===== src/rtl/alu_share_arb_if.sv =====
// rtl/alu_share_arb_if.sv - request, ALU and response signal bundle for alu_share_arb
interface alu_share_arb_if #(
  parameter int WORD_W = 32,
  parameter int OP_W   = 4,
  parameter int NREQ   = 2,
  parameter int ID_W   = 2
);
  logic [NREQ-1:0]        req_valid;
  logic [NREQ-1:0]        req_ready;
  logic [NREQ*WORD_W-1:0] req_a;
  logic [NREQ*WORD_W-1:0] req_b;
  logic [NREQ*OP_W-1:0]   req_op;
  logic [WORD_W-1:0]      alu_a;
  logic [WORD_W-1:0]      alu_b;
  logic [OP_W-1:0]        alu_op;
  logic [WORD_W-1:0]      alu_f;
  logic                   resp_valid;
  logic                   resp_ready;
  logic [WORD_W-1:0]      resp_data;
  logic [ID_W-1:0]        resp_id;

  modport master (
    output req_valid, req_a, req_b, req_op, alu_f, resp_ready,
    input  req_ready, alu_a, alu_b, alu_op, resp_valid, resp_data, resp_id
  );

  modport slave (
    input  req_valid, req_a, req_b, req_op, alu_f, resp_ready,
    output req_ready, alu_a, alu_b, alu_op, resp_valid, resp_data, resp_id
  );
endinterface


===== src/rtl/alu_share_arb.sv =====
// rtl/alu_share_arb.sv - shares one ALU among NREQ requesters with a 2-entry tagged response FIFO
// Define ALU_ARB_RR_EN for round-robin arbitration; otherwise lowest index wins.
module alu_share_arb #(
  parameter int WORD_W = 32,
  parameter int OP_W   = 4,
  parameter int NREQ   = 2,
  parameter int ID_W   = 2
) (
  input logic            clk,
  input logic            rst_n,
  alu_share_arb_if.slave bus
);

  logic [1:0]        count_q, count_d;
  logic              wr_ptr_q, wr_ptr_d;
  logic              rd_ptr_q, rd_ptr_d;
  logic [WORD_W-1:0] data_q [2];
  logic [WORD_W-1:0] data_d [2];
  logic [ID_W-1:0]   id_q [2];
  logic [ID_W-1:0]   id_d [2];

  logic              space;
  logic              grant;
  logic              pop;
  logic [ID_W-1:0]   winner;

`ifdef ALU_ARB_RR_EN
  logic [ID_W-1:0]   rr_ptr_q, rr_ptr_d;
  logic [ID_W-1:0]   cand;
`endif

  // Count never exceeds 2, so a pending pop is the only way to accept while full.
  assign pop   = (count_q != 2'd0) && bus.resp_ready;
  assign space = (count_q < 2'd2) || bus.resp_ready;

  always_comb begin
    grant  = 1'b0;
    winner = '0;
`ifdef ALU_ARB_RR_EN
    cand   = '0;
    for (int i = 0; i < NREQ; i++) begin
      cand = ID_W'((int'(rr_ptr_q) + i) % NREQ);
      if (!grant && space && bus.req_valid[cand]) begin
        grant  = 1'b1;
        winner = cand;
      end
    end
`else
    for (int i = 0; i < NREQ; i++) begin
      if (!grant && space && bus.req_valid[i]) begin
        grant  = 1'b1;
        winner = ID_W'(i);
      end
    end
`endif
  end

  // Idle cycles present requester 0 operands with passa so the ALU sees a benign op.
  always_comb begin
    bus.req_ready = '0;
    bus.alu_a     = bus.req_a[WORD_W-1:0];
    bus.alu_b     = bus.req_b[WORD_W-1:0];
    bus.alu_op    = '0;
    for (int i = 0; i < NREQ; i++) begin
      if (grant && (winner == ID_W'(i))) begin
        bus.req_ready[i] = 1'b1;
        bus.alu_a        = bus.req_a[i*WORD_W +: WORD_W];
        bus.alu_b        = bus.req_b[i*WORD_W +: WORD_W];
        bus.alu_op       = bus.req_op[i*OP_W +: OP_W];
      end
    end
  end

  always_comb begin
    count_d  = count_q;
    wr_ptr_d = wr_ptr_q;
    rd_ptr_d = rd_ptr_q;
    data_d   = data_q;
    id_d     = id_q;
    if (grant) begin
      data_d[wr_ptr_q] = bus.alu_f;
      id_d[wr_ptr_q]   = winner;
      wr_ptr_d         = ~wr_ptr_q;
    end
    if (pop) begin
      rd_ptr_d = ~rd_ptr_q;
    end
    case ({grant, pop})
      2'b10:   count_d = count_q + 2'd1;
      2'b01:   count_d = count_q - 2'd1;
      default: count_d = count_q;
    endcase
  end

`ifdef ALU_ARB_RR_EN
  always_comb begin
    rr_ptr_d = rr_ptr_q;
    if (grant) begin
      rr_ptr_d = (winner == ID_W'(NREQ - 1)) ? '0 : winner + ID_W'(1);
    end
  end

  always_ff @(posedge clk or negedge rst_n) begin
    if (!rst_n) begin
      rr_ptr_q <= '0;
    end else begin
      rr_ptr_q <= rr_ptr_d;
    end
  end
`endif

  always_ff @(posedge clk or negedge rst_n) begin
    if (!rst_n) begin
      count_q  <= '0;
      wr_ptr_q <= 1'b0;
      rd_ptr_q <= 1'b0;
      for (int i = 0; i < 2; i++) begin
        data_q[i] <= '0;
        id_q[i]   <= '0;
      end
    end else begin
      count_q  <= count_d;
      wr_ptr_q <= wr_ptr_d;
      rd_ptr_q <= rd_ptr_d;
      data_q   <= data_d;
      id_q     <= id_d;
    end
  end

  assign bus.resp_valid = (count_q != 2'd0);
  assign bus.resp_data  = data_q[rd_ptr_q];
  assign bus.resp_id    = id_q[rd_ptr_q];

endmodule


===== src/flat_wrapper.sv =====
// flat-port wrapper written by rule: the top's interface ports become plain ports
module alu_share_arb_flat 
#(
  parameter int WORD_W = 32,
  parameter int OP_W   = 4,
  parameter int NREQ   = 2,
  parameter int ID_W   = 2
)
  (clk, rst_n, bus_req_valid, bus_req_a, bus_req_b, bus_req_op, bus_alu_f, bus_resp_ready, bus_req_ready, bus_alu_a, bus_alu_b, bus_alu_op, bus_resp_valid, bus_resp_data, bus_resp_id);
  alu_share_arb_if #(.WORD_W(WORD_W), .OP_W(OP_W), .NREQ(NREQ), .ID_W(ID_W)) bus_i ();
  input logic clk;
  input logic rst_n;
  input wire logic [$bits(bus_i.req_valid)-1:0] bus_req_valid;
  input wire logic [$bits(bus_i.req_a)-1:0] bus_req_a;
  input wire logic [$bits(bus_i.req_b)-1:0] bus_req_b;
  input wire logic [$bits(bus_i.req_op)-1:0] bus_req_op;
  input wire logic [$bits(bus_i.alu_f)-1:0] bus_alu_f;
  input wire logic [$bits(bus_i.resp_ready)-1:0] bus_resp_ready;
  output wire logic [$bits(bus_i.req_ready)-1:0] bus_req_ready;
  output wire logic [$bits(bus_i.alu_a)-1:0] bus_alu_a;
  output wire logic [$bits(bus_i.alu_b)-1:0] bus_alu_b;
  output wire logic [$bits(bus_i.alu_op)-1:0] bus_alu_op;
  output wire logic [$bits(bus_i.resp_valid)-1:0] bus_resp_valid;
  output wire logic [$bits(bus_i.resp_data)-1:0] bus_resp_data;
  output wire logic [$bits(bus_i.resp_id)-1:0] bus_resp_id;
  assign bus_i.req_valid = bus_req_valid;
  assign bus_i.req_a = bus_req_a;
  assign bus_i.req_b = bus_req_b;
  assign bus_i.req_op = bus_req_op;
  assign bus_i.alu_f = bus_alu_f;
  assign bus_i.resp_ready = bus_resp_ready;
  assign bus_req_ready = bus_i.req_ready;
  assign bus_alu_a = bus_i.alu_a;
  assign bus_alu_b = bus_i.alu_b;
  assign bus_alu_op = bus_i.alu_op;
  assign bus_resp_valid = bus_i.resp_valid;
  assign bus_resp_data = bus_i.resp_data;
  assign bus_resp_id = bus_i.resp_id;
  alu_share_arb #(.WORD_W(WORD_W), .OP_W(OP_W), .NREQ(NREQ), .ID_W(ID_W)) u_core (.clk(clk), .rst_n(rst_n), .bus(bus_i));
endmodule

===== config.mk =====
export PLATFORM = sky130hd
export DESIGN_NAME = alu_share_arb_flat
export DESIGN_NICKNAME = d
export VERILOG_FILES = /design/src/rtl/alu_share_arb_if.sv /design/src/rtl/alu_share_arb.sv /design/src/flat_wrapper.sv
export SDC_FILE = /design/constraint.sdc
export NUM_CORES = 1
export LEC_CHECK = 0
export ABC_CLOCK_PERIOD_IN_PS = 1700
export CORE_ASPECT_RATIO = 1.4
export CORE_UTILIZATION = 33
export DETAILED_ROUTE_END_ITERATION = 12
export PLACE_DENSITY = 0.78
export SETUP_SLACK_MARGIN = 0.5
export SYNTH_ARGS = -nofsm -noshare
export SYNTH_HDL_FRONTEND = slang
export SYNTH_SLANG_ARGS = --single-unit

===== constraint.sdc =====
create_clock -name clk -period 1.7 [get_ports clk]
set_input_delay 0.34 -clock clk [delete_from_list [all_inputs] [get_ports clk]]
set_output_delay 0.34 -clock clk [all_outputs]
set_load 0.1 [all_outputs]

==> results by group <==
Outcome
  – Status: complete, but fails checks
  – Failing checks: hold timing, setup timing

Critical path
  – Critical Path Max Stage Delay: 0.49 ns
  – Critical-path top delay cell: or3b_4
  – Reg2Reg Launch Point: u_core.count_q[1]
  – Reg2reg end: u_core.data_q[51]
  – Critical Path Stages: 5
  – Register-to-Register Path Depth: 11
  – Worst R2R Setup Slack: -0.44 ns
  – CP Buf/Inv Count: 2
  – Critical path capture point type: output pin
  – Startpoint Class: register
  – Cells along the critical path: nor2b_4, or3b_4, clkbuf_16, mux2_4, buf_12
  – Setup CP Type: reg -> out
  – Critical path arrival: 2.09 ns
  – Top Family by Delay on Critical Path: simple AND/OR/NAND/NOR gates
  – Critical-path maximum fanout: 13
  – Critical Path RT: 1.36 ns

Placed design
  – Post-placement worst setup slack: -0.731 ns
  – Routability cong.: 0.839
  – # port buffers: 276
  – Post-DP Area: 8450 sq um
  – Placed Cells incl. Taps: 703
  – Post-DP HPWL: 13.1 mm

Clocking
  – Clock transition at path regs: 0.05 ns
  – Max Root-Sink Buffers: 2
  – Worst skew pair latency: 0.34 ns
  – CTS tree: yes
  – Root Driver: clkbuf_16
  – Htree depth: 3
  – Hold_buf cts: 0
  – Clock Sinks: 70
  – CTS buffer count: 9

STA
  – Post-route minimum period: 2.43 ns
  – Final Hold Viols: 2
  – Hold slack: -0.00416 ns
  – Max-slew violation count: 0
  – Clock Skew: 0.00466 ns
  – RSZ-0062 raised after global routing: true
  – # setup viols final: 173
  – Fmax: 411 MHz
  – Period utilisation layout: 143%
  – Fin worst setup slack: -0.730 ns

Pwr
  – Leakage: 4.48 nW
  – PD cells: 2240 nW/um^2
  – Max IR drop VDD: 2.07 mV

Final layout
  – Fillcell total: 645
  – Multi-input gate area: 2620 sq um
  – Storage element area: 1750 sq um
  – Fin util: 80.0%
  – Area delta synth->final: 134%
  – Non-Filler Instances: 755
  – Layout cells sized above 1: 58.7%
  – Fin area: 9600 sq um
  – Nets@finish: 776

Drt
  – Routed wire length per instance: 25.3 microns
  – Pre-antenna DRT Iters: 4
  – Initial drt markers: 156
  – ANT nets after route: 0
  – Final wirelength: 19.1 mm
  – DR vias: 3763
  – DR vias/cell: 4.98
  – DRC: 0

Synthesis
  – Post-Synth Simple-Gate Area: 1.89%
  – Post-synthesis compound-gate area fraction: 1.34%
  – Synth Area in Adders: 0.305%
  – Synth Area in XOR/XNOR: 1.07%
  – Synthesized net count: 451
  – Syn Area/Cell: 14.8 sq um
  – Total number of yosys warnings: 0
  – Synth unique cells: 24
  – Seq cells post-synth: 70
  – Syn Inst Count: 277
  – Largest family of logic cells by synthesized area: multiplexers
  – Seq/Total Area, Yosys: 42.6%
  – Mux share of post-synthesis cell area: 48.7%
  – Cell area after synthesis: 4110 sq um

Global route
  – Met2 Track Usage GR: 52.2%
  – Gr busiest metal: met2
  – GRT Total Usage: 28.7%
  – Number of antenna violations at the first check in global routing: 4
  – First-pass GRT wire length: 26.0 mm
  – Vias in the first global route: 4282
  – Met1 Use GR: 29.2%
  – Grt met3 use: 9.64%
  – Largest net degree at the start of global routing: 71
  – GRT Residual Overflow: 0

Die
  – Die area: 12900 sq um
  – Die span in x: 96.3 microns
  – IO Pins: 278
  – Core ar.: 12000 sq um
  – # rows: 47
  – Starting Density: 34.2%
  – Die H: 134 microns

Min path
  – Hold Path Class: in -> async

Run
  – Maxcap violations: 0
==> state kept, by name, indices dropped and copies added (netlist names) <==
name,cells
u_core.rd_ptr_q,1
u_core.id_q,2
u_core.wr_ptr_q,1
u_core.data_q,64
u_core.count_q,2
==> metrics by stage <==
stage | power, mW | setup TNS, ns
4_1_cts | 21.1 | -63.14
3_5_place_dp | 17.4 | -77.55
6_report | 21.5 | -80.05
3_3_place_gp | 17.1 | -73.95
2_1_floorplan | 12.5 | -18.96
5_1_grt | 22.0 | -85.05
==> cell type report <==
class                           count  area share, %
Clock inverter                      1         0.0521
Timing Repair Buffer              333           49.5
Multi-Input combinational cell    185           27.3
Sequential cell                    70           18.3
Tap cell                          147           1.92
Antenna cell                        3         0.0782
Clock buffer                       13           2.81
Inverter                            3          0.156
==> synthesized netlist by cell type <==
cell	n	share of area [%]
buf_2	7	0.85
buf_6	9	2.5
conb_1	1	0.091
inv_1	3	0.27
nor2b_4	1	0.33
or3b_4	1	0.27
dfrtp_1	70	43
o21ai_0	1	0.12
ha_1	1	0.30
or3b_1	1	0.21
nor3_2	1	0.24
mux2_4	53	19
clkbuf_1	2	0.18
a22o_1	5	1.1
o22ai_1	1	0.15
nor2b_1	1	0.15
xor2_1	3	0.64
buf_4	1	0.18
nor2_1	3	0.27
nand2_1	1	0.091
and2_1	1	0.15
mux2_2	107	29
xnor2_1	2	0.43
or2_2	1	0.15
==> cell families (layout without fill, tap and decap cells) <==
kind of cell,after synthesis,in the layout
buffers and inverters,22,350
other,1,4
multiplexers,160,160
adder cells (fa/ha/maj),1,1
flip-flops,70,70
AO/OA/AOI/OAI,7,7
XOR/XNOR,5,5
AND/OR/NAND/NOR,11,11
==> worst reg2reg max path, delay by kind of cell, from the launching register on <==
family	cells	cell delay [ns]
multiplexers	1	0.30
flip-flops	1	0.39
AND/OR/NAND/NOR	2	0.32
buffers and inverters	8	1.02
==> placed cells by master, fill, tap and decap left out, types with 3 or more instances in the layout <==
cell             synthesis  routed
mux2_2                 107      23
buf_6                    9      15
diode_2                  0       3
dfrtp_1                 70      69
buf_16                   0      14
mux2_4                  53     137
buf_4                    1      13
clkbuf_16                0      10
clkbuf_8                 0       3
buf_12                   0     117
clkdlybuf4s50_1          0     169
a22o_4                   0       4
==> per-layer routing <==
| metal | part of all wire, % | vias to the layer above |
|---|---|---|
| li1 | - | 1652 |
| met1 | 34 | 1840 |
| met2 | 54 | 229 |
| met3 | 8.8 | 40 |
| met4 | 2.8 | 2 |
| met5 | 0.047 | - |
==> timing repair <==
item | CTS | global route
setup buffers | 15 | 5
endpoints found under the setup margin | 174 | 174
pin swaps | 6 | 4
gates cloned | 14 | 1
resized for setup | 69 | 9
==> worst max-delay path by stage <==
stage                      start            end  slack (ns)
6_report       u_core.count_q[1]   bus_alu_b[5]       -0.73
4_1_cts        u_core.count_q[1]   bus_alu_b[7]       -0.73
2_1_floorplan  u_core.count_q[1]  bus_alu_op[0]       -0.51
3_3_place_gp      bus_resp_ready   bus_alu_a[7]       -0.71
3_5_place_dp      bus_resp_ready   bus_alu_b[7]       -0.73
5_1_grt        u_core.count_q[1]   bus_alu_b[5]       -0.75
==> where the power goes <==
part	total (mW)	internal [mW]	switching, mW
Sequential	3.18	2.54	0.636
Combinational	16.5	7.53	8.99
Clock	1.77	1.09	0.679
Total	21.5	11.2	10.3
Note: power is estimated with default switching activity, not from simulation.
